## src/rtl/dsep_pkg.sv

```systemverilog
// Shared constants and FSM state type for the post-CFO data separator.
package dsep_pkg;

  localparam int unsigned N_FFT     = 512;
  localparam int unsigned N_CP      = 32;
  localparam int unsigned N_PRE     = 8;
  localparam int unsigned N_SYM     = 10;
  localparam int unsigned FRAME_LEN = N_PRE * N_FFT + N_SYM * (N_CP + N_FFT);

  localparam int unsigned SMP_W = 9;
  localparam int unsigned CP_W  = 5;
  localparam int unsigned PRE_W = 3;
  localparam int unsigned SYM_W = 4;

  typedef enum logic [2:0] {
    IDLE,
    PRE,
    CP,
    SYM,
    DONE
  } state_t;

endpackage

```

## src/rtl/dsep_stream.sv

```systemverilog
// Splits a compensated frame into preamble and CP-stripped data symbols,
// tagging each output sample with symbol/sample indices and SOP/EOP.
module dsep_stream
  import dsep_pkg::*;
#(
  parameter int DW = 12
) (
  input  logic                 clk,
  input  logic                 rst_n,
  input  logic signed [DW-1:0] di_re,
  input  logic signed [DW-1:0] di_im,
  input  logic                 di_vld,
  input  logic                 clr,
  output logic signed [DW-1:0] pre_re,
  output logic signed [DW-1:0] pre_im,
  output logic                 pre_vld,
  output logic [2:0]           pre_idx,
  output logic signed [DW-1:0] sym_re,
  output logic signed [DW-1:0] sym_im,
  output logic                 sym_vld,
  output logic [3:0]           sym_idx,
  output logic [8:0]           smp_idx,
  output logic                 sop,
  output logic                 eop,
  output logic                 frame_done
);

  state_t           state_q, state_d;
  logic [SMP_W-1:0] smp_q, smp_d;
  logic [CP_W-1:0]  cp_q, cp_d;
  logic [PRE_W-1:0] pre_q, pre_d;
  logic [SYM_W-1:0] sym_q, sym_d;
  logic             pre_nx, sym_nx, sop_nx, eop_nx;
  logic             smp_last;

  assign smp_last = (smp_q == SMP_W'(N_FFT - 1));

  always_comb begin
    state_d = state_q;
    smp_d   = smp_q;
    cp_d    = cp_q;
    pre_d   = pre_q;
    sym_d   = sym_q;
    pre_nx  = 1'b0;
    sym_nx  = 1'b0;
    sop_nx  = 1'b0;
    eop_nx  = 1'b0;
    if (clr) begin
      state_d = IDLE;
      smp_d   = '0;
      cp_d    = '0;
      pre_d   = '0;
      sym_d   = '0;
    end else if (di_vld) begin
      case (state_q)
        // IDLE counters are all zero, so the first sample is simply preamble sample 0
        IDLE, PRE: begin
          pre_nx  = 1'b1;
          sop_nx  = (smp_q == '0);
          eop_nx  = smp_last;
          state_d = PRE;
          smp_d   = smp_last ? '0 : smp_q + SMP_W'(1);
          if (smp_last) begin
            if (pre_q == PRE_W'(N_PRE - 1)) begin
              state_d = CP;
              sym_d   = '0;
            end else begin
              pre_d = pre_q + PRE_W'(1);
            end
          end
        end
        CP: begin
          if (cp_q == CP_W'(N_CP - 1)) begin
            cp_d    = '0;
            state_d = SYM;
          end else begin
            cp_d = cp_q + CP_W'(1);
          end
        end
        SYM: begin
          sym_nx = 1'b1;
          sop_nx = (smp_q == '0);
          eop_nx = smp_last;
          smp_d  = smp_last ? '0 : smp_q + SMP_W'(1);
          if (smp_last) begin
            if (sym_q == SYM_W'(N_SYM - 1)) begin
              state_d = DONE;
            end else begin
              sym_d   = sym_q + SYM_W'(1);
              state_d = CP;
            end
          end
        end
        DONE:    state_d = DONE;
        default: state_d = IDLE;
      endcase
    end
  end

  always_ff @(posedge clk or negedge rst_n) begin
    if (!rst_n) begin
      state_q    <= IDLE;
      smp_q      <= '0;
      cp_q       <= '0;
      pre_q      <= '0;
      sym_q      <= '0;
      pre_re     <= '0;
      pre_im     <= '0;
      pre_vld    <= 1'b0;
      pre_idx    <= '0;
      sym_re     <= '0;
      sym_im     <= '0;
      sym_vld    <= 1'b0;
      sym_idx    <= '0;
      smp_idx    <= '0;
      sop        <= 1'b0;
      eop        <= 1'b0;
      frame_done <= 1'b0;
    end else begin
      state_q    <= state_d;
      smp_q      <= smp_d;
      cp_q       <= cp_d;
      pre_q      <= pre_d;
      sym_q      <= sym_d;
      pre_vld    <= pre_nx;
      sym_vld    <= sym_nx;
      sop        <= sop_nx;
      eop        <= eop_nx;
      frame_done <= (state_d == DONE);
      if (pre_nx) begin
        pre_re  <= di_re;
        pre_im  <= di_im;
        pre_idx <= pre_q;
        smp_idx <= smp_q;
      end
      if (sym_nx) begin
        sym_re  <= di_re;
        sym_im  <= di_im;
        sym_idx <= sym_q;
        smp_idx <= smp_q;
      end
    end
  end

endmodule

```

## config.mk

```make
export PLATFORM = sky130hd
export DESIGN_NAME = dsep_stream
export DESIGN_NICKNAME = d
export VERILOG_FILES = /design/src/rtl/dsep_pkg.sv /design/src/rtl/dsep_stream.sv
export SDC_FILE = /design/constraint.sdc
export NUM_CORES = 1
export LEC_CHECK = 0
export BUFFER_PORTS_ARGS = -buffer_cell sky130_fd_sc_hd__buf_2
export CORE_ASPECT_RATIO = 0.8
export CORE_MARGIN = 4
export CORE_UTILIZATION = 48
export CTS_CLUSTER_SIZE = 10
export DETAILED_ROUTE_END_ITERATION = 8
export PLACE_DENSITY = 0.72
export SETUP_SLACK_MARGIN = 0.3
export SYNTH_ARGS = -nofsm -noshare
export SYNTH_HDL_FRONTEND = slang
export SYNTH_SLANG_ARGS = --single-unit
```

## constraint.sdc

```tcl
create_clock -name clk -period 3.05 [get_ports clk]
set_input_delay 0.1525 -clock clk [delete_from_list [all_inputs] [get_ports clk]]
set_output_delay 0.1525 -clock clk [all_outputs]
set_load 0.02 [all_outputs]
```

==> reports/summary.txt <==
ROUTING
---------------------------------------------------------------------------------
Mean number of vias per cell                                                 5.19
Routed WL                                                                 8130 um
Average routed wire per standard cell                                     15.7 um
# DRC                                                                           0
Detailed Route Iter0 Violations                                               124
Total iterations of the first detailed-routing run                              4
Post-detailed-route count of antenna-violating nets                             0
Total number of vias                                                         2694

FINISH
---------------------------------------------------------------------------------
Most common cell after layout, fill and taps aside                   sky130_fd_sc_hd__buf_2
Layout cell share with drive strength beyond 1                              0.431
ANT cells                                                                       0
Area delta synth->final                                                     20.4%
Top library cells by usage in the layout, fill and taps aside        sky130_fd_sc_hd__buf_2 (95), sky130_fd_sc_hd__dfrtp_1 (93), sky130_fd_sc_hd__mux2_2 (57)
Total number of nets in the final design                                      445
Share of the core filled with cells in the final layout                     0.599

GLOBAL ROUTE
---------------------------------------------------------------------------------
Global-route wire length before repair                                   13100 um
Global-route congestion overflow total                                          0
Antenna violations before repair                                                0
Overall Global Routing Usage                                                0.172
Pin count of the biggest net entering global routing                           58
Number of global-route vias before repair                                    2656

STA
---------------------------------------------------------------------------------
Final-report hold violation count                                               0
TNS Setup                                                                    0 ns
Post-route clock period utilization                                         0.850
Final slew viol count                                                           0
Setup skew after layout                                                 0.0107 ns
Achievable clock frequency                                                386 MHz
Setup Viol. Count Final                                                         0
Setup repair after global routing missed its margin                         false
Final critical path time including I/O delays and setup                   2.59 ns
Fin Hold WS                                                             0.0237 ns
Slew of the pin with the lowest slew margin                              0.698 ns
Max_slew headroom                                                           0.535

POWER AND IR DROP
---------------------------------------------------------------------------------
Portion of total power attributed to combinational logic                    0.129
Power per cell area                                                    514 mW/mm2
Net Sw Frac                                                                 0.266
Switching pwr                                                            0.654 mW
Total power consumption of the routed design                              2.46 mW
Clk network pwr share                                                       0.328
Peak ir drop on the vdd network                                          0.294 mV
Flop pwr share                                                              0.543
Cell internal power dissipation                                           1.80 mW
Static leakage power                                                      2.45 nW

CLOCKING
---------------------------------------------------------------------------------
Inserted Clock Buffers                                                          9
Worst-Skew Late Latency                                                   0.35 ns
Register clock-pin slew on the reported worst setup and hold paths        0.09 ns
Root cell of the clock tree                                          sky130_fd_sc_hd__clkbuf_8
Total number of clock tree sinks                                               93
Maximum number of buffers from clock root to sink                               2
H-tree depth reported by CTS                                                    3
Clock tree from TritonCTS                                                     yes

OUTCOME
---------------------------------------------------------------------------------
Run status                                                           finished, final reports clean

SYNTH
---------------------------------------------------------------------------------
Portion of the post-synthesis area used by sequential elements              0.586
Post-Synthesis Net Count                                                      343
Number of distinct library cells after synthesis                               40
Post-Syn Area                                                         0.00397 mm2
Average size of a mapped cell                                            13.0 um2
Flip-flop and latch count after synthesis                                      93
Syn Inst Count                                                                305
Synthesis Warnings                                                              0

FLOORPLANNING
---------------------------------------------------------------------------------
Width of the chip                                                          110 um
Standard-cell rows                                                             29
Number of primary I/O pins                                                     97
Core area                                                             0.00798 mm2
Initial core utilization                                                    0.498
Die Ht                                                                    89.4 um
Die area                                                              0.00980 mm2

MIN PATH
---------------------------------------------------------------------------------
Type of the tightest min-delay check                                 input port to flop

PLACED DESIGN
---------------------------------------------------------------------------------
DPL Wire Length                                                           5880 um
Count of input and output buffers                                              96
Placer's final routability congestion estimate                              0.856

WORST SETUP PATH
---------------------------------------------------------------------------------
Data arrival time of the critical path                                    2.87 ns
Kind of launch point of the worst setup path                                 flop
Critical path required time                                               3.33 ns
Capturing element type of the critical path                                  flop
Biggest fanout along the worst timing path                                     12
Class of the most critical setup path                                flop to flop

FLOW RUN
---------------------------------------------------------------------------------
Number of maximum-capacitance violations                                        0

power groups by stage:
stage | Combinational (mW) | Sequential (mW) | Clock [mW]
2_1_floorplan | 0.0962 | 1.44 | 0
3_3_place_gp | 0.314 | 1.35 | 0
3_5_place_dp | 0.321 | 1.36 | 0
4_1_cts | 0.324 | 1.34 | 0.841
5_1_grt | 0.345 | 1.34 | 0.900
6_report | 0.316 | 1.33 | 0.808
critical path: stages (launching register included):
cell	delay, ns
sky130_fd_sc_hd__dfrtp_1	0.41
sky130_fd_sc_hd__ha_1	0.24
sky130_fd_sc_hd__and3_1	0.21
sky130_fd_sc_hd__and3_1	0.21
sky130_fd_sc_hd__and3_1	0.20
sky130_fd_sc_hd__ha_2	0.25
sky130_fd_sc_hd__or3_1	0.45
sky130_fd_sc_hd__or3b_1	0.39
sky130_fd_sc_hd__a21oi_1	0.15
layout make-up:
type | count | area, um2
clock buffers | 9 | 124
inverters | 8 | 30.0
clock inverters | 6 | 70.1
fillers | 668 | 3200
repair buffers | 103 | 541
flip-flops and latches | 93 | 2330
multi-input cells | 192 | 1560
well taps | 108 | 135
synth_stat cells:
library cell | n | area [um2]
sky130_fd_sc_hd__o21a_1 | 4 | 30.0
sky130_fd_sc_hd__buf_2 | 7 | 35.0
sky130_fd_sc_hd__a31oi_1 | 3 | 18.8
sky130_fd_sc_hd__clkbuf_1 | 4 | 15.0
sky130_fd_sc_hd__nor2_1 | 17 | 63.8
sky130_fd_sc_hd__or3b_1 | 2 | 17.5
sky130_fd_sc_hd__or4_1 | 2 | 15.0
sky130_fd_sc_hd__dfrtp_1 | 93 | 2330
sky130_fd_sc_hd__mux2_1 | 8 | 90.1
sky130_fd_sc_hd__nand2b_1 | 2 | 12.5
sky130_fd_sc_hd__and2_1 | 2 | 12.5
sky130_fd_sc_hd__o21ai_0 | 17 | 85.1
sky130_fd_sc_hd__nand2b_2 | 1 | 8.76
sky130_fd_sc_hd__xor2_1 | 1 | 8.76
sky130_fd_sc_hd__nand3b_1 | 5 | 37.5
sky130_fd_sc_hd__nand4bb_1 | 2 | 22.5
sky130_fd_sc_hd__nand2_1 | 9 | 33.8
sky130_fd_sc_hd__o211a_1 | 1 | 10.0
sky130_fd_sc_hd__nor2_4 | 1 | 11.3
sky130_fd_sc_hd__nor2b_1 | 2 | 12.5
sky130_fd_sc_hd__mux2_2 | 57 | 642
sky130_fd_sc_hd__o31a_1 | 1 | 8.76
sky130_fd_sc_hd__nor3_4 | 1 | 16.3
sky130_fd_sc_hd__nor4b_1 | 1 | 8.76
sky130_fd_sc_hd__ha_1 | 10 | 125
sky130_fd_sc_hd__nor4_1 | 2 | 12.5
sky130_fd_sc_hd__or3_1 | 1 | 6.26
sky130_fd_sc_hd__nand4b_1 | 1 | 8.76
sky130_fd_sc_hd__nand3_1 | 7 | 35.0
sky130_fd_sc_hd__nand4_1 | 1 | 6.26
sky130_fd_sc_hd__o31ai_1 | 3 | 22.5
sky130_fd_sc_hd__a21oi_1 | 12 | 60.1
sky130_fd_sc_hd__a21boi_1 | 1 | 7.51
sky130_fd_sc_hd__a32oi_1 | 1 | 8.76
sky130_fd_sc_hd__mux2i_1 | 2 | 20.0
sky130_fd_sc_hd__buf_6 | 1 | 11.3
sky130_fd_sc_hd__inv_1 | 8 | 30.0
sky130_fd_sc_hd__nor3_1 | 3 | 15.0
sky130_fd_sc_hd__or4b_1 | 1 | 10.0
sky130_fd_sc_hd__and3_1 | 8 | 50.1
final timing paths:
kind,startpoint,endpoint,slack (ns),cells after the start
min reg2reg,sym_im[10]$_DFFE_PN0P_,sym_im[10]$_DFFE_PN0P_,0.50,1
min in group asynchronous,rst_n,smp_idx[3]$_DFFE_PN0P_,0.39,2
max,smp_q[0]$_DFFE_PN0P_,smp_q[3]$_DFFE_PN0P_,0.46,8
max reg2reg,smp_q[0]$_DFFE_PN0P_,smp_q[3]$_DFFE_PN0P_,0.46,8
max in group asynchronous,rst_n,sym_idx[0]$_DFFE_PN0P_,1.94,3
min,di_im[9],sym_im[9]$_DFFE_PN0P_,0.02,2
metrics by stage:
stage / setup slack [ns] / instance area (um2) / cells
final: 0.457 / 4780 / 519
after global routing: 0.308 / 4780 / 519
after CTS: 0.374 / 4780 / 519
after detailed placement: 0.397 / 4570 / 502
after global placement: 0.461 / 4570 / 502
after floorplan: 0.725 / 3970 / 305
cells by family (layout without fill, tap and decap cells):
kind of cell               count (synthesis)  in the layout  synth area share
xor gates and xnor gates                   1              1           0.00221
DFF                                       93             93             0.586
muxes                                     67             67             0.189
AOI/OAI and AO/OA                         43             43            0.0633
adders and majority gates                 10             10            0.0315
buffers and inverters                     20            126            0.0230
and+or+nand+nor                           71             71             0.105
state kept, by name (all words and copies together), names as in the netlist, 4 cells and up:
register / cells
sym_im: 12
cp_q: 5
pre_im: 12
smp_idx: 9
sym_idx: 4
sym_re: 12
pre_re: 12
sym_q: 4
smp_q: 9
repair_timing:
action	4_1_cts	5_1_grt
setup endpoints to repair	0	2
hold endpoints to repair	56	0
hold buffers	2	0
resized for setup	0	1
buffers inserted	0	0
layer usage:
metal	global-route usage	vias to the layer above	wire length [um]
li1	-	1294	-
met1	0.238	1334	3670
met2	0.266	57	4030
met3	0.0520	9	362
met4	0.0510	0	72
met5	0	-	0
No activity file was read; power rests on OpenSTA's default activity.
